[src/rtl/axi_ic_pkg.sv]
// Shared interconnect types and constants: arbiter state encoding and perf counter width.
package axi_ic_pkg;

  typedef enum logic {
    ARB_IDLE   = 1'b0,
    ARB_LOCKED = 1'b1
  } arb_state_e;

  localparam int unsigned PERF_CNT_W = 16;

endpackage

[src/rtl/rr_pick.sv]
// Combinational rotate-priority picker: first requester at or above ptr, wrapping to 0.
// Shared by the W-channel burst arbiter and AR/AW arbitration.
module rr_pick #(
  parameter int unsigned NUM_SRC = 4,
  parameter int unsigned ID_W    = 2
) (
  input  logic [NUM_SRC-1:0] req,
  input  logic [ID_W-1:0]    ptr,
  output logic [ID_W-1:0]    gnt_id,
  output logic               gnt_vld
);

  logic [ID_W:0]   sum;
  logic [ID_W-1:0] idx;

  // Modulo done by single conditional subtract so non-power-of-two NUM_SRC works.
  always_comb begin
    gnt_id  = '0;
    gnt_vld = 1'b0;
    sum     = '0;
    idx     = '0;
    for (int unsigned k = 0; k < NUM_SRC; k++) begin
      sum = (ID_W+1)'(ptr) + (ID_W+1)'(k);
      if (sum >= (ID_W+1)'(NUM_SRC)) begin
        sum = sum - (ID_W+1)'(NUM_SRC);
      end
      idx = sum[ID_W-1:0];
      if (!gnt_vld && req[idx]) begin
        gnt_vld = 1'b1;
        gnt_id  = idx;
      end
    end
  end

endmodule

[src/rtl/axi_rr_burst_arbiter.sv]
// N-to-1 round-robin arbiter with burst lock and one registered output stage.
// Optional per-source burst counters under macro ARB_PERF_CNT_EN.
module axi_rr_burst_arbiter
  import axi_ic_pkg::*;
#(
  parameter int unsigned NUM_SRC    = 4,
  parameter int unsigned DATA_WIDTH = 32,
  parameter int unsigned ID_W       = 2
) (
  input  logic                          clk,
  input  logic                          rst_n,
  input  logic [NUM_SRC*DATA_WIDTH-1:0] src_data_i,
  input  logic [NUM_SRC-1:0]            src_last_i,
  input  logic [NUM_SRC-1:0]            src_valid_i,
  output logic [NUM_SRC-1:0]            src_ready_o,
  output logic [DATA_WIDTH-1:0]         dst_data_o,
  output logic                          dst_last_o,
  output logic [ID_W-1:0]               dst_id_o,
  output logic                          dst_valid_o,
  input  logic                          dst_ready_i
`ifdef ARB_PERF_CNT_EN
  ,
  input  logic                          perf_clr_i,
  output logic [NUM_SRC*PERF_CNT_W-1:0] perf_cnt_o
`endif
);

  arb_state_e      state_q, state_d;
  logic [ID_W-1:0] rr_ptr_q, rr_ptr_d;
  logic [ID_W-1:0] lock_id_q, lock_id_d;
  logic [ID_W-1:0] pick_id, sel_id;
  logic [ID_W:0]   sel_inc;
  logic            pick_vld, sel_en, out_free, accept;

  logic [DATA_WIDTH-1:0] src_data [NUM_SRC];

  for (genvar i = 0; i < NUM_SRC; i++) begin : g_unpack
    assign src_data[i] = src_data_i[i*DATA_WIDTH +: DATA_WIDTH];
  end

  rr_pick #(
    .NUM_SRC (NUM_SRC),
    .ID_W    (ID_W)
  ) u_pick (
    .req     (src_valid_i),
    .ptr     (rr_ptr_q),
    .gnt_id  (pick_id),
    .gnt_vld (pick_vld)
  );

  assign out_free = ~dst_valid_o | dst_ready_i;

  always_ff @(posedge clk) begin
    if (!rst_n) begin
      state_q   <= ARB_IDLE;
      rr_ptr_q  <= '0;
      lock_id_q <= '0;
    end else begin
      state_q   <= state_d;
      rr_ptr_q  <= rr_ptr_d;
      lock_id_q <= lock_id_d;
    end
  end

  // A locked source keeps its ready asserted even while its valid is low.
  always_comb begin
    state_d   = state_q;
    rr_ptr_d  = rr_ptr_q;
    lock_id_d = lock_id_q;
    sel_id    = pick_id;
    sel_en    = pick_vld;
    case (state_q)
      ARB_IDLE: begin
        sel_id = pick_id;
        sel_en = pick_vld;
      end
      ARB_LOCKED: begin
        sel_id = lock_id_q;
        sel_en = 1'b1;
      end
      default: ;
    endcase
    accept  = sel_en & out_free & rst_n & src_valid_i[sel_id];
    sel_inc = (ID_W+1)'(sel_id) + (ID_W+1)'(1);
    if (accept) begin
      if (src_last_i[sel_id]) begin
        state_d  = ARB_IDLE;
        rr_ptr_d = (sel_inc == (ID_W+1)'(NUM_SRC)) ? '0 : sel_inc[ID_W-1:0];
      end else begin
        state_d   = ARB_LOCKED;
        lock_id_d = sel_id;
      end
    end
  end

  for (genvar i = 0; i < NUM_SRC; i++) begin : g_ready
    assign src_ready_o[i] = sel_en & out_free & rst_n & (sel_id == ID_W'(i));
  end

  always_ff @(posedge clk) begin
    if (!rst_n) begin
      dst_valid_o <= 1'b0;
    end else if (accept) begin
      dst_valid_o <= 1'b1;
    end else if (dst_ready_i) begin
      dst_valid_o <= 1'b0;
    end
  end

  // Payload is don't-care while invalid, so it carries no reset.
  always_ff @(posedge clk) begin
    if (accept) begin
      dst_data_o <= src_data[sel_id];
      dst_last_o <= src_last_i[sel_id];
      dst_id_o   <= sel_id;
    end
  end

`ifdef ARB_PERF_CNT_EN
  logic                  accept_last;
  logic [PERF_CNT_W-1:0] perf_cnt_q [NUM_SRC];

  assign accept_last = accept & src_last_i[sel_id];

  for (genvar i = 0; i < NUM_SRC; i++) begin : g_perf
    always_ff @(posedge clk) begin
      if (!rst_n) begin
        perf_cnt_q[i] <= '0;
      end else if (perf_clr_i) begin
        perf_cnt_q[i] <= '0;
      end else if (accept_last && (sel_id == ID_W'(i)) && (perf_cnt_q[i] != '1)) begin
        perf_cnt_q[i] <= perf_cnt_q[i] + PERF_CNT_W'(1);
      end
    end
    assign perf_cnt_o[i*PERF_CNT_W +: PERF_CNT_W] = perf_cnt_q[i];
  end
`endif

endmodule
[config.mk]
export PLATFORM = sky130hd
export DESIGN_NAME = axi_rr_burst_arbiter
export DESIGN_NICKNAME = d
export VERILOG_FILES = /design/src/rtl/axi_ic_pkg.sv /design/src/rtl/rr_pick.sv /design/src/rtl/axi_rr_burst_arbiter.sv
export SDC_FILE = /design/constraint.sdc
export NUM_CORES = 1
export LEC_CHECK = 0
export CORE_ASPECT_RATIO = 0.5
export CORE_MARGIN = 2
export CORE_UTILIZATION = 37
export CTS_CLUSTER_DIAMETER = 150
export CTS_CLUSTER_SIZE = 20
export DETAILED_ROUTE_END_ITERATION = 8
export GPL_TIMING_DRIVEN = 0
export PLACE_DENSITY = 0.8
export SYNTH_ARGS = -nofsm -noshare
export SYNTH_HDL_FRONTEND = slang
export SYNTH_SLANG_ARGS = --single-unit
[constraint.sdc]
create_clock -name clk -period 3.38 [get_ports clk]
set_clock_uncertainty 0.15 [all_clocks]
set_input_delay 0.507 -clock clk [delete_from_list [all_inputs] [get_ports clk]]
set_output_delay 0.507 -clock clk [all_outputs]
set_load 0.005 [all_outputs]
==> summary.txt, run 1 <==
Pwr
  • Peak supply drop: about 340 uV
  • Pleak: ~0.002 uW
  • Power Total: around 2900 uW
  • Power Dens Cells: around 600 mW/mm2

Synth
  • Top_reg_cell synth: edfxtp_1
  • Netlist Area Pre-Place: 0.00278 mm2
  • Cell taking the most area after synthesis: edfxtp_1
  • Post-synth ARST share: 0
  • Top-area cell type share of the netlist area: 0.379
  • Sequential fraction of the synthesis area: 0.422
  • Leading post-synthesis cells by cell area: edfxtp_1 38%, nand2_1 19%, a31oi_1 7.2%
  • Syn Nets: 482
  • Flops & latches, synth: 41
  • Netlist cell types: 53
  • Yosys warns: 0
  • EDFF count, synth: 35
  • Mean Syn Cell Area: a little over 8 um2
  • Cells after Synth: ~340

Setup path
  • Buf/Inv on CP: 5
  • Worst path cell trace: buf_2 -> nand3b_1 -> a21o_1 -> a211oi_4 -> nor2_4 -> inv_4 -> buf_12 -> ha_1 -> inv_1 -> nor2_1 -> clkdlybuf4s50_1
  • Critical Path Start Type: flip-flop
  • Worst EP required: 2720 ps
  • Worst Reg-to-Reg Cells: 9
  • CP max stage cell: clkdlybuf4s50_1
  • Worst R2R Start: rr_ptr_q[1]
  • CP Max Fanout: 21
  • CP arrival: about 2600 ps
  • CP Capture Type: output pin
  • Crit-path leading delay family: buffers and inverters
  • Slowest stage delay, CP: approximately 520 ps
  • R2R setup slack: approximately 510 ps
  • Setup CP Type: reg2out
  • WP depth: 11
  • Reg-to-reg endpoint: rr_ptr_q[1]

Place
  • Post-DP HPWL: about 7400 um
  • Cell Area, Placed: 0.00465 mm2
  • Cells after DPL: just over 600
  • Port bufs: between 150 and 200
  • GP Congestion: 0.842

CTS
  • TritonCTS clock tree: yes
  • CTS buffer count: 5
  • Clk sinks: 41
  • CTS Hold Buffers Added: 0
  • Clock transition time at the flip-flop clock pins of the worst setup and hold paths: approximately 60 ps
  • CTS HTree Levels: 2
  • Clock Tree Buf Depth: 2
  • Root Driver: clkbuf_16
  • Worst-Skew Late Latency: about 280 ps

Floorplanning
  • Core footprint: around 0.0073 mm2
  • Die Height: around 65 um
  • Die W: between 100 and 150 um
  • Die ar.: about 0.0083 mm2
  • FP Rows: 22
  • Io pins: 179
  • Initial Utilization: 0.380

GRT
  • First-pass GRT wire length: around 15000 um
  • Grt ovf: 0
  • Vias in the first global route: 2881
  • GRT Util Overall: 0.224
  • Largest net degree at the start of global routing: 38
  • Initial antenna violation count: 0

Timing
  • Fin. Hold Viols: 0
  • Slew Limit Fails: 0
  • Hold WS: 378 ps
  • Slew @ Worst Pin: 920 ps
  • Final worst path period share: 0.971
  • Count of final setup violators: 0
  • Slew headroom: 0.387
  • Max Clk Rate: 0.305 GHz
  • Min Tclk post-route: 3280 ps

Route
  • Vias/cell: about 5.0
  • DRT Pass-1 Iters: 5
  • Drt total wl: approximately 9600 um
  • ANT nets after route: 0
  • DR vias: 3110
  • Remaining DRCs: 0
  • Iteration-0 DRC Markers: roughly 220
  • Average wire per standard cell: between 15 and 20 um

Finish
  • N_diodes: 0
  • Synth-to-Final Area Change: 75.8%
  • Cell area after layout: 0.00488 mm2
  • NumNets Final: 664
  • Share of cells above drive strength 1: 0.0690
  • Post-layout util: 0.669
  • Layout Cells excl Fill: ~620

Worst hold path
  • Hold path cells: 2
  • Hold path endpoint: lock_id_q[1]
  • HP Class: reg2reg
  • HP Start: lock_id_q[1]

Run
  • MaxCap Viol Count: 0

Run status
  • Status: complete, no violations
==> layout by cell type, fill, tap and decap left out, drive strengths merged, types with 3 or more instances in the layout <==
cell,instances
nand2b,3
clkdlybuf4s50,172
nand2,138
a31oi,32
edfxtp,35
clkbuf,17
buf,16
inv,11
and3,32
ha,4
nor2,5
dfxtp,6
mux2i,6
nor2b,3
==> registers in the layout (all words and copies together), names as in the netlist <==
| signal | count |
|---|---|
| dst_valid_o | 1 |
| rr_ptr_q | 2 |
| dst_id_o | 2 |
| dst_last_o | 1 |
| state_q | 1 |
| lock_id_q | 2 |
| dst_data_o | 32 |
==> area by class of cell <==
type	instances	area (um2)
buffer	23	148
clock buffer	6	129
clock inverter	2	33.8
fill	593	2410
inverter	11	46.3
multi-input combinational	261	1460
sequential	41	1170
tap	96	120
timing repair buffer	178	1770
==> power breakdown <==
group | switching (uW) | total (uW) | internal (uW) | leakage (uW)
combinational | 809 | 1560 | 753 | 0.00152
clock | 185 | 532 | 346 | 0.0000785
sequential | 45.9 | 827 | 782 | 0.000376
==> metal layers <==
metal | up-vias | wire (um) | track usage
li1 | 1547 | - | -
met3 | 12 | 390 | 0.0350
met4 | 0 | 133 | 0.0549
met5 | - | 0 | 0
met2 | 78 | 5000 | 0.381
met1 | 1473 | 4110 | 0.302
==> Yosys cell counts, types with 3 or more instances <==
library cell / count
a31oi_1: 32
clkbuf_1: 13
nand2b_1: 3
nor2_1: 4
and3_1: 32
edfxtp_1: 35
nor2b_1: 3
nand2_1: 137
dfxtp_1: 6
buf_2: 9
inv_1: 9
mux2i_1: 6
ha_1: 4
==> worst reg2reg max path, cell delays in order (launching register included) <==
cell and delay (ps):
dfxtp_1 300, buf_2 180, mux2i_1 200, o21bai_1 110, o31a_1 320, buf_6 150, mux2_1 220, o2111a_2 820
nand2_2 140, mux2i_1 160
==> how the worst max path moves through the flow <==
stage	from	to
CTS	rr_ptr_q[1]	src_ready_o[2]
global placement	src_valid_i[3]	src_ready_o[3]
detailed placement	src_valid_i[3]	src_ready_o[2]
global route	rr_ptr_q[1]	src_ready_o[2]
finish	rr_ptr_q[1]	src_ready_o[2]
floorplan	src_valid_i[0]	src_ready_o[2]
==> logic make-up (layout without fill, tap and decap cells) <==
group,Yosys count,after routing,synth area share
AO/OA/AOI/OAI,57,57,0.152
adder cells (fa/ha/maj),4,4,0.0180
multiplexers,8,8,0.0338
AND/OR/NAND/NOR,192,192,0.312
flip-flops,41,41,0.422
buffers and inverters,37,220,0.0618
==> what timing repair did <==
action	CTS	global route
resized for setup	13	10
pin swaps	2	3
endpoints found under the setup margin	4	4
setup buffers	1	2
==> stage by stage <==
step / setup slack, ps / TNS, ps
3_3_place_gp: -938 / -10850
4_1_cts: 10.5 / 0
2_1_floorplan: 485 / 0
3_5_place_dp: -906 / -11560
5_1_grt: -27.5 / -33.8
6_report: 98.2 / 0
Power figures use the tool's default switching activity.
==> run 2: changes to the inputs <==
--- a/config.mk
+++ b/config.mk
@@ -16,3 +16,4 @@
 export SYNTH_ARGS = -nofsm -noshare
 export SYNTH_HDL_FRONTEND = slang
 export SYNTH_SLANG_ARGS = --single-unit
+export TNS_END_PERCENT = 1
==> results of run 2 <==
The final DEF is identical to that of run 1; final timing and power are the same.
